`src/rtl/bti_pkg.sv`:
```
// Shared widths, record layout, FSM states and delta arithmetic for the BTI
// frequency-sample logging path.
package bti_pkg;

  localparam int unsigned FREQ_W = 32;
  localparam int unsigned SEQ_W  = 16;
  localparam int unsigned CHAN_W = 8;

  typedef struct packed {
    logic [SEQ_W-1:0]  seq;
    logic [CHAN_W-1:0] chan;
    logic [FREQ_W-1:0] count;
    logic [FREQ_W-1:0] delta;
  } bti_rec_t;

  typedef enum logic [1:0] {
    IDLE,
    WAIT,
    PUSH
  } bti_state_t;

  // Signed (a - b) of two unsigned counts, clamped to the 32-bit signed range.
  function automatic logic [FREQ_W-1:0] sat_sub(input logic [FREQ_W-1:0] a,
                                                input logic [FREQ_W-1:0] b);
    logic [FREQ_W:0] diff;
    logic [FREQ_W-1:0] res;
    diff = {1'b0, a} - {1'b0, b};
    if (!diff[FREQ_W] && diff[FREQ_W-1]) begin
      res = {1'b0, {(FREQ_W-1){1'b1}}};
    end else if (diff[FREQ_W] && !diff[FREQ_W-1]) begin
      res = {1'b1, {(FREQ_W-1){1'b0}}};
    end else begin
      res = diff[FREQ_W-1:0];
    end
    return res;
  endfunction

endpackage

```
`src/rtl/bti_record_fifo.sv`:
```
// First-word-fall-through record FIFO with synchronous flush and occupancy
// output; head fields read as zero while empty.
module bti_record_fifo
  import bti_pkg::*;
#(
  parameter int unsigned DEPTH = 16
) (
  input  logic                   clk,
  input  logic                   rst_n,
  input  logic                   clr,
  input  logic                   push,
  input  bti_rec_t               wr_data,
  input  logic                   rd_ready,
  output logic                   rd_valid,
  output bti_rec_t               rd_data,
  output logic [$clog2(DEPTH):0] level
);

  localparam int unsigned AW = $clog2(DEPTH);
  localparam int unsigned LW = AW + 1;

  bti_rec_t      mem [DEPTH];
  logic [AW-1:0] wr_ptr;
  logic [AW-1:0] rd_ptr;
  logic          do_push;
  logic          do_pop;

  assign rd_valid = (level != '0);
  assign do_pop   = rd_valid && rd_ready;
  assign do_push  = push && (level != LW'(DEPTH));
  assign rd_data  = rd_valid ? mem[rd_ptr] : '0;

  always_ff @(posedge clk) begin
    if (!rst_n || clr) begin
      wr_ptr <= '0;
      rd_ptr <= '0;
      level  <= '0;
    end else begin
      if (do_push) wr_ptr <= wr_ptr + AW'(1);
      if (do_pop)  rd_ptr <= rd_ptr + AW'(1);
      case ({do_push, do_pop})
        2'b10:   level <= level + LW'(1);
        2'b01:   level <= level - LW'(1);
        default: level <= level;
      endcase
    end
  end

  always_ff @(posedge clk) begin
    if (do_push) mem[wr_ptr] <= wr_data;
  end

endmodule

```
`src/rtl/freq_sample_logger.sv`:
```
// Captures each newly published (or periodically repeated) ring-oscillator
// count vector and queues one drift-tagged record per channel for readout.
module freq_sample_logger
  import bti_pkg::*;
#(
  parameter int unsigned NUM_COUNTERS   = 4,
  parameter int unsigned FIFO_DEPTH     = 16,
  parameter int unsigned STABLE_CYCLES  = 4,
  parameter int unsigned REPEAT_TIMEOUT = 200020
) (
  input  logic                           clk,
  input  logic                           rst_n,
  input  logic                           enable,
  input  logic [NUM_COUNTERS*32-1:0]     freq,
  output logic                           rd_valid,
  input  logic                           rd_ready,
  output logic [15:0]                    rd_seq,
  output logic [7:0]                     rd_chan,
  output logic [31:0]                    rd_count,
  output logic [31:0]                    rd_delta,
  output logic [$clog2(FIFO_DEPTH):0]    fifo_level,
  output logic [15:0]                    drop_count,
  output logic [15:0]                    sample_count
);

  localparam int unsigned BUS_W  = NUM_COUNTERS * FREQ_W;
  localparam int unsigned LVL_W  = $clog2(FIFO_DEPTH) + 1;
  localparam int unsigned STAB_W = $clog2(STABLE_CYCLES + 1);
  localparam int unsigned CH_W   = (NUM_COUNTERS > 1) ? $clog2(NUM_COUNTERS) : 1;
  localparam int unsigned TO_W   = $clog2(REPEAT_TIMEOUT + 1);

  bti_state_t        state, state_next;
  logic [BUS_W-1:0]  d1, d2, snap;
  logic [STAB_W-1:0] stab_cnt;
  logic [TO_W-1:0]   to_cnt;
  logic              enable_q;
  logic [SEQ_W-1:0]  seq;
  logic [CHAN_W-1:0] chan;
  logic [CH_W-1:0]   ch_idx;
  logic [FREQ_W-1:0] baseline [NUM_COUNTERS];
  logic [FREQ_W-1:0] snap_ch  [NUM_COUNTERS];
  logic [NUM_COUNTERS-1:0] base_valid;
  logic              stable, to_hit, room;
  logic              run_start, capture, push;
  bti_rec_t          wr_rec, rd_rec;

  assign stable = (stab_cnt == STAB_W'(STABLE_CYCLES));
  assign to_hit = (to_cnt == TO_W'(REPEAT_TIMEOUT));
  assign room   = (fifo_level <= LVL_W'(FIFO_DEPTH - NUM_COUNTERS));
  assign ch_idx = chan[CH_W-1:0];

  always_comb begin
    for (int unsigned i = 0; i < NUM_COUNTERS; i++) begin
      snap_ch[i] = snap[i*FREQ_W +: FREQ_W];
    end
  end

  always_ff @(posedge clk) begin
    if (!rst_n) state <= IDLE;
    else        state <= state_next;
  end

  always_comb begin
    state_next = state;
    run_start  = 1'b0;
    capture    = 1'b0;
    push       = 1'b0;
    case (state)
      IDLE: begin
        if (enable && !enable_q) begin
          run_start  = 1'b1;
          state_next = WAIT;
        end
      end
      WAIT: begin
        if (stable && ((d2 != snap) || to_hit)) begin
          capture = 1'b1;
          if (room) state_next = PUSH;
        end
      end
      PUSH: begin
        push = 1'b1;
        if (chan == CHAN_W'(NUM_COUNTERS - 1)) state_next = WAIT;
      end
      default: state_next = IDLE;
    endcase
    // Dropping enable abandons whatever is in flight, including a partial PUSH.
    if (!enable) begin
      state_next = IDLE;
      capture    = 1'b0;
      push       = 1'b0;
    end
  end

  always_comb begin
    wr_rec.seq   = seq;
    wr_rec.chan  = chan;
    wr_rec.count = snap_ch[ch_idx];
    wr_rec.delta = base_valid[ch_idx] ? sat_sub(snap_ch[ch_idx], baseline[ch_idx]) : '0;
  end

  always_ff @(posedge clk) begin
    if (!rst_n) begin
      d1           <= '0;
      d2           <= '0;
      snap         <= '0;
      stab_cnt     <= '0;
      to_cnt       <= '0;
      enable_q     <= 1'b0;
      seq          <= '0;
      chan         <= '0;
      sample_count <= '0;
      drop_count   <= '0;
      base_valid   <= '0;
    end else begin
      d1       <= freq;
      d2       <= d1;
      enable_q <= enable;
      if (d1 != d2)     stab_cnt <= '0;
      else if (!stable) stab_cnt <= stab_cnt + STAB_W'(1);

      if (run_start) begin
        sample_count <= '0;
        drop_count   <= '0;
        base_valid   <= '0;
        to_cnt       <= '0;
      end else if (capture) begin
        snap         <= d2;
        seq          <= sample_count;
        sample_count <= sample_count + 16'd1;
        to_cnt       <= '0;
        chan         <= '0;
        if (!room && drop_count != '1) drop_count <= drop_count + 16'd1;
      end else if (state != IDLE && !to_hit) begin
        to_cnt <= to_cnt + TO_W'(1);
      end

      if (push) begin
        chan <= chan + CHAN_W'(1);
        if (!base_valid[ch_idx]) base_valid[ch_idx] <= 1'b1;
      end
    end
  end

  always_ff @(posedge clk) begin
    if (push && !base_valid[ch_idx]) baseline[ch_idx] <= snap_ch[ch_idx];
  end

  bti_record_fifo #(
    .DEPTH(FIFO_DEPTH)
  ) u_fifo (
    .clk      (clk),
    .rst_n    (rst_n),
    .clr      (run_start),
    .push     (push),
    .wr_data  (wr_rec),
    .rd_ready (rd_ready),
    .rd_valid (rd_valid),
    .rd_data  (rd_rec),
    .level    (fifo_level)
  );

  assign rd_seq   = rd_rec.seq;
  assign rd_chan  = rd_rec.chan;
  assign rd_count = rd_rec.count;
  assign rd_delta = rd_rec.delta;

endmodule

```
`config.mk`:
```
export PLATFORM = sky130hd
export DESIGN_NAME = freq_sample_logger
export DESIGN_NICKNAME = d
export VERILOG_FILES = /design/src/rtl/bti_pkg.sv /design/src/rtl/bti_record_fifo.sv /design/src/rtl/freq_sample_logger.sv
export SDC_FILE = /design/constraint.sdc
export NUM_CORES = 2
export LEC_CHECK = 0
export CAP_MARGIN = 10
export CORE_AREA = 2 2 451 341
export DETAILED_ROUTE_END_ITERATION = 8
export DIE_AREA = 0 0 453 343
export PLACE_DENSITY = 0.78
export SLEW_MARGIN = 30
export SYNTH_ARGS = -nofsm -noshare
export SYNTH_HDL_FRONTEND = slang
export SYNTH_SLANG_ARGS = --single-unit
```
`constraint.sdc`:
```
create_clock -name clk -period 10.55 [get_ports clk]
set_clock_uncertainty 0.05 [all_clocks]
set_input_delay 1.5825 -clock clk [delete_from_list [all_inputs] [get_ports clk]]
set_output_delay 1.5825 -clock clk [all_outputs]
set_load 0.01 [all_outputs]
```
After elaboration in Yosys (flattened, before gate mapping)
Memories as Yosys holds them, arrays and structs flattened. A register that Yosys moved wholly into a read port is not among the register bits.
Cells that the tools add are included.
{"block": "op_classes", "n_addsub": 10, "n_bitwise": 4, "order_cmp": 4, "reduce_logical": 32, "n_mux": 39, "n_eq_ne": 16}
{"op": "128-bit != test", "n": 2}
{"op": "32-bit two-way mux", "n": 5}
{"op": "88-bit two-way mux", "n": 1}
{"op": "32-bit binary-select mux with 2-bit select", "n": 1}
{"op": "32-bit by 32-bit subtractor with 33-bit output", "n": 1}
{"op": "16-bit by 1-bit adder with 16-bit output, second input constant", "n": 2}
{"op": "4-bit two-way mux", "n": 6}
{"op": "8-bit two-way mux", "n": 3}
{"op": "18-bit by 1-bit adder with 18-bit output, second input constant", "n": 1}
{"op": "18-bit == test, second input constant", "n": 1}
{"op": "16-bit != test, second input constant", "n": 1}
{"op": "1-bit two-way mux", "n": 13}
{"op": "2-bit two-way mux", "n": 6}
{"op": "1-bit logical AND", "n": 10}
{"op": "2-bit != test, second input constant", "n": 5}
{"op": "5-bit one-hot mux with 2 select lines", "n": 1}
{"op": "4-bit by 1-bit adder with 4-bit output, second input constant", "n": 2}
{"op": "8-bit by 1-bit adder with 8-bit output, second input constant", "n": 1}
{"op": "8-bit by 2-bit == test with 1-bit output, second input constant", "n": 1}
{"op": "2-bit AND reduction", "n": 4}
{"op": "1-bit logical NOT", "n": 7}
{"op": "2-bit one-hot mux with 3 select lines", "n": 1}
{"op": "2-bit nonzero test", "n": 3}
{"op": "5-bit by 1-bit adder with 5-bit output, second input constant", "n": 1}
{"op": "other kinds (21)", "n": 26}
{"block": "totals", "ram_bits": 1536, "regBits": 481, "n_memories": 2, "inputBits": 132, "wordCells": 122}
{"memory": "u_fifo.mem", "words": 16, "width": 88, "read_ports": 1, "rd_clocked_by_memory_dff": 1, "wr": 1, "line_no": "bti_record_fifo.sv:22", "source": "bti_rec_t mem [DEPTH];"}
{"memory": "baseline", "words": 4, "width": 32, "read_ports": 1, "rd_clocked_by_memory_dff": 1, "wr": 1, "line_no": "freq_sample_logger.sv:40", "source": "logic [FREQ_W-1:0] baseline [NUM_COUNTERS];"}

Logic depth before layout (Yosys ltp)
{"block": "depth", "ltp_word": 11, "ltp_mapped": 17}

Cells and area by module
A second synthesis with hierarchy kept.
{"block": "unflattened", "cells_unflattened": 4625, "area_unflattened_um2": 80409.6}
{"module": "bti_record_fifo", "area_per_inst_um2": 54268.3, "n_inst": 1, "seq_area_each_um2": 42620.9, "cells_per_inst": 2272}
{"module": "freq_sample_logger", "area_per_inst_um2": 26141.3, "n_inst": 1, "seq_area_each_um2": 13252.7, "cells_per_inst": 2353}

Least setup slack after synthesis
No wires, ideal clock.
{"block": "synth_path", "kind": "input-to-reg", "from": "in enable", "to": "mem u_fifo.mem[3][0] (netlist name) (enable)", "path_buffers": 0, "setup_time_ns": 0.642, "path_stages": 4, "setup_slack_ns": 1.450, "t_arrival_ns": 8.408, "path_cell_list": "nand3_1 -> a21oi_1 -> nand2_1 -> nor3_1"}
{"block": "synth_between", "elab_chain_cells": 4}
{"item": "from (decl)", "line_no": "freq_sample_logger.sv:13", "source": "input logic enable,"}
{"item": "1-bit two-way mux", "line_no": "freq_sample_logger.sv:88", "source": "if (!enable) begin"}
{"item": "1-bit logical AND", "line_no": "bti_record_fifo.sv:30", "source": "assign do_push = push && (level != LW'(DEPTH));"}
{"item": "1-bit two-way mux", "line_no": "bti_record_fifo.sv:50", "source": "if (do_push) mem[wr_ptr] <= wr_data;"}
{"item": "1-bit two-way mux (not written as such)", "line_no": "bti_record_fifo.sv:50"}
{"item": "to (decl)", "line_no": "bti_record_fifo.sv:22"}
No other way between the ends.

==> results.rst <==
.. list-table::
   :header-rows: 1

   * - Metric
     - Value
   * - Layout Area Growth over Synthesis
     - 14.30%
   * - Top post-synthesis cells by count
     - edfxtp_1 (1536), mux4_2 (505), dfxtp_1 (487)
   * - Pwr dens
     - about 170 nW/um2
   * - Routability Congestion
     - a little over 0.9
   * - Max frequency
     - roughly 170 MHz
   * - Port bufs
     - 257
   * - Layout Nets
     - about 5000
   * - Cell count after placement
     - 6596
   * - Total global routing track utilization
     - between 20 and 30%
   * - Run status
     - completed
   * - Synth Cell Area
     - 79760 um2
   * - Later-pin clock latency in the skew report
     - between 0.8 and 0.9 ns
   * - Share of cells above drive strength 1
     - between 10% and 20%
   * - Final instance count without filler cells
     - ~7000
   * - Final wirelength
     - about 200000 um
   * - Number of different library cells in the post-synthesis netlist
     - 67
   * - Die X-Extent
     - about 450 um
   * - Worst supply voltage drop on vdd
     - around 0.17 mV
   * - Area of the die
     - around 160000 um2
   * - Count of routing violations after the opening detailed-route iteration
     - roughly 5500
   * - Worst path max stage delay
     - between 0.6 and 0.7 ns
   * - Number of gates resized after cts
     - 0
   * - R2R setup slack
     - 4.62 ns
   * - CTS Hold Buffers Added
     - 0
   * - Post-synthesis cell type with the largest combined area
     - edfxtp_1
   * - Worst Reg2Reg Path Length in Cells
     - 14
   * - Class of the worst hold path
     - reg -> reg
   * - Final critical path time including I/O delays and setup
     - roughly 6 ns
   * - Number of buffers created by CTS
     - roughly 180
   * - Max capacitance violation total
     - 0
   * - Synthesized area per cell
     - between 15 and 20 um2
   * - Main synth FF type
     - edfxtp_1
   * - Worst slew margin relative to its limit
     - between 20% and 30%
   * - Crit path max-delay cell type
     - mux4_2
   * - Arrival time of data at the critical path endpoint
     - about 4.4 ns
   * - Fraction of post-synthesis cell area in the top cell type by area
     - 57.83%
   * - Worst-path fanout max
     - just over 100
   * - Number of setup violations in the final report
     - 0
   * - Per-cell routed wire length
     - 28.93 um
   * - Antenna violation net count after detailed routing
     - 0
   * - Starting density of the core
     - 52.72%
   * - Sequence of cells on the critical path
     - buf_16, buf_12, mux4_2, mux4_2, and2_1, clkdlybuf4s50_1
   * - Worst setup path category
     - reg -> out
   * - I/O pin total
     - roughly 260
   * - Clock tree from TritonCTS
     - yes
   * - Worst hold margin
     - approximately 0.4 ns
   * - Die height
     - 343 um
   * - Synth Warn #
     - 0
   * - Post-synth ARST share
     - 0%
   * - Element type at the critical path end
     - primary output
   * - Synthesized net count
     - around 4600
   * - First-pass iteration count of the detailed router
     - 6
   * - Cell depth of the worst min-delay path
     - 1
   * - Global-route wire length before repair
     - roughly 290000 um
   * - Number of standard-cell rows in the floorplan
     - between 100 and 150
   * - Maximum number of pins on one net before global-route repair
     - approximately 160
   * - EDFF count, synth
     - ~1500
   * - Most area-consuming cells after synthesis
     - edfxtp_1 (58%), mux4_2 (14%), dfxtp_1 (12%)
   * - Final TNS setup
     - 0 ns
   * - Crit share post-route
     - between 50% and 60%
   * - Standard cell core area
     - 151300 um2
   * - Sink Count
     - 2023
   * - Unrepaired setup endpoints after global routing
     - no
   * - Number of antenna violations at the first check in global routing
     - 14
   * - Leakage component of the power
     - slightly above 0.03 uW
   * - Worst-margin pin slew
     - about 1.1 ns
   * - Worst path required time
     - approximately 8.9 ns
   * - Root buf cell
     - clkbuf_16
   * - Via count of the first global-routing pass
     - roughly 42000
   * - Number of synthesized register bits
     - 2023
   * - H-tree depth reported by CTS
     - 4
   * - Final number of hold-violating endpoints
     - 0
   * - Setup crit start kind
     - flop
   * - Most frequent cell on the critical path
     - mux4_2
   * - Post CTS Setup Buffer Count
     - 0
   * - Leading cell type by number of instances after synthesis
     - edfxtp_1
   * - Sum of internal, switching and leakage power
     - 15380 uW
   * - Number of standard cells after synthesis
     - 4450
   * - Number of max-slew violations in the final report
     - 0
   * - Total grt overflow
     - 0
   * - Share of synthesized area occupied by flip-flops and latches
     - between 70% and 80%
   * - Clk slew on worst S/H paths
     - 0.06 ns
   * - Detailed-route vias per instance
     - between 6 and 7
   * - Remaining routing DRC violations
     - 0
   * - Via count of the routed design
     - between 40000 and 50000
   * - Detailed-placement wirelength estimate
     - approximately 120000 um
   * - Maximum clock path buffer count
     - 3
-- critical path: cells and delay by family, from the launching register on --
| family | cells | cell delay (ns) |
|---|---|---|
| mux | 2 | 1.27 |
| buf+inv | 3 | 1.33 |
| flops | 1 | 0.60 |
| simple gates | 1 | 0.21 |
-- state kept, by name, summed over array words and instances (netlist names), named ones only --
signal	count
base_valid	4
state	2
baseline	128
u_fifo.level	5
d2	128
to_cnt	18
drop_count	16
d1	128
seq	16
u_fifo.wr_ptr	4
sample_count	16
snap	128
u_fifo.rd_ptr	4
chan	8
stab_cnt	3
enable_q	1
u_fifo.mem	1408
-- cells by family (layout without fill, tap and decap cells) --
group / count (synthesis) / in the layout / synth area share (%)
AO/OA/AOI/OAI: 225 / 225 / 1.853
XOR/XNOR: 284 / 284 / 3.119
adder cells (fa/ha/maj): 54 / 54 / 0.8660
buffers and inverters: 322 / 799 / 1.577
flip-flops: 2023 / 2023 / 70.06
multiplexers: 650 / 650 / 16.08
other: 0 / 3 / 0
AND/OR/NAND/NOR: 892 / 892 / 6.449
-- layout make-up --
type	count	area (um2)
Sequential cell	2023	55890
Inverter	107	401.6
Clock buffer	229	4936
Fill cell	10505	60110
Multi-Input combinational cell	2105	22800
Timing Repair Buffer	350	3523
Clock inverter	113	1075
Antenna cell	3	7.507
Tap cell	2016	2522
-- routing by layer --
layer  part of all wire (%)  GRT usage [%]
met5                  0.031              0
met4                    3.5          9.243
met3                    9.2          5.344
met2                     48          41.11
met1                     39          35.74
-- final timing paths --
kind | from | endpoint
hold reg to reg | d1[59]$_SDFF_PN0_ | d2[59]$_SDFF_PN0_
hold / removal | d1[59]$_SDFF_PN0_ | d2[59]$_SDFF_PN0_
setup reg to reg | chan[0]$_SDFFE_PN0P_ | u_fifo.mem[2][22]$_DFFE_PP_
setup / recovery | flop | rd_count[28]
-- layout by cell type (no fill, tap or decap), drive strengths merged, types with 14 or more instances in the layout --
cell / n
nor4: 28
nor3: 17
clkinv: 91
and3: 21
clkdlybuf4s50: 256
xnor2: 183
edfxtp: 1536
buf: 94
ha: 52
dfxtp: 487
a21o: 14
nand4: 71
xor2: 101
mux4: 505
nor2b: 144
nand3: 31
nor2: 108
o21ai: 69
a21oi: 42
o22ai: 17
clkbuf: 229
and2: 357
inv: 114
nand2: 67
mux2i: 144
a221oi: 17
-- stage by stage --
| stage | utilization, % | instance area (um2) | setup WS (ns) |
|---|---|---|---|
| after floorplan | - | 79760 | 1.450 |
| after global placement | 56.14 | 84920 | 4.411 |
| after detailed placement | 56.19 | 85010 | 4.568 |
| after CTS | 60.17 | 91020 | 4.203 |
| after global routing | 60.26 | 91160 | 4.254 |
| final | 60.26 | 91160 | 4.510 |
-- where the power goes --
group	switching (uW)	total, uW	internal, uW
sequential	54.8	8550	8490
combinational	94.4	211	116
clock	2980	6630	3650
(Power assumes the default switching activity.)
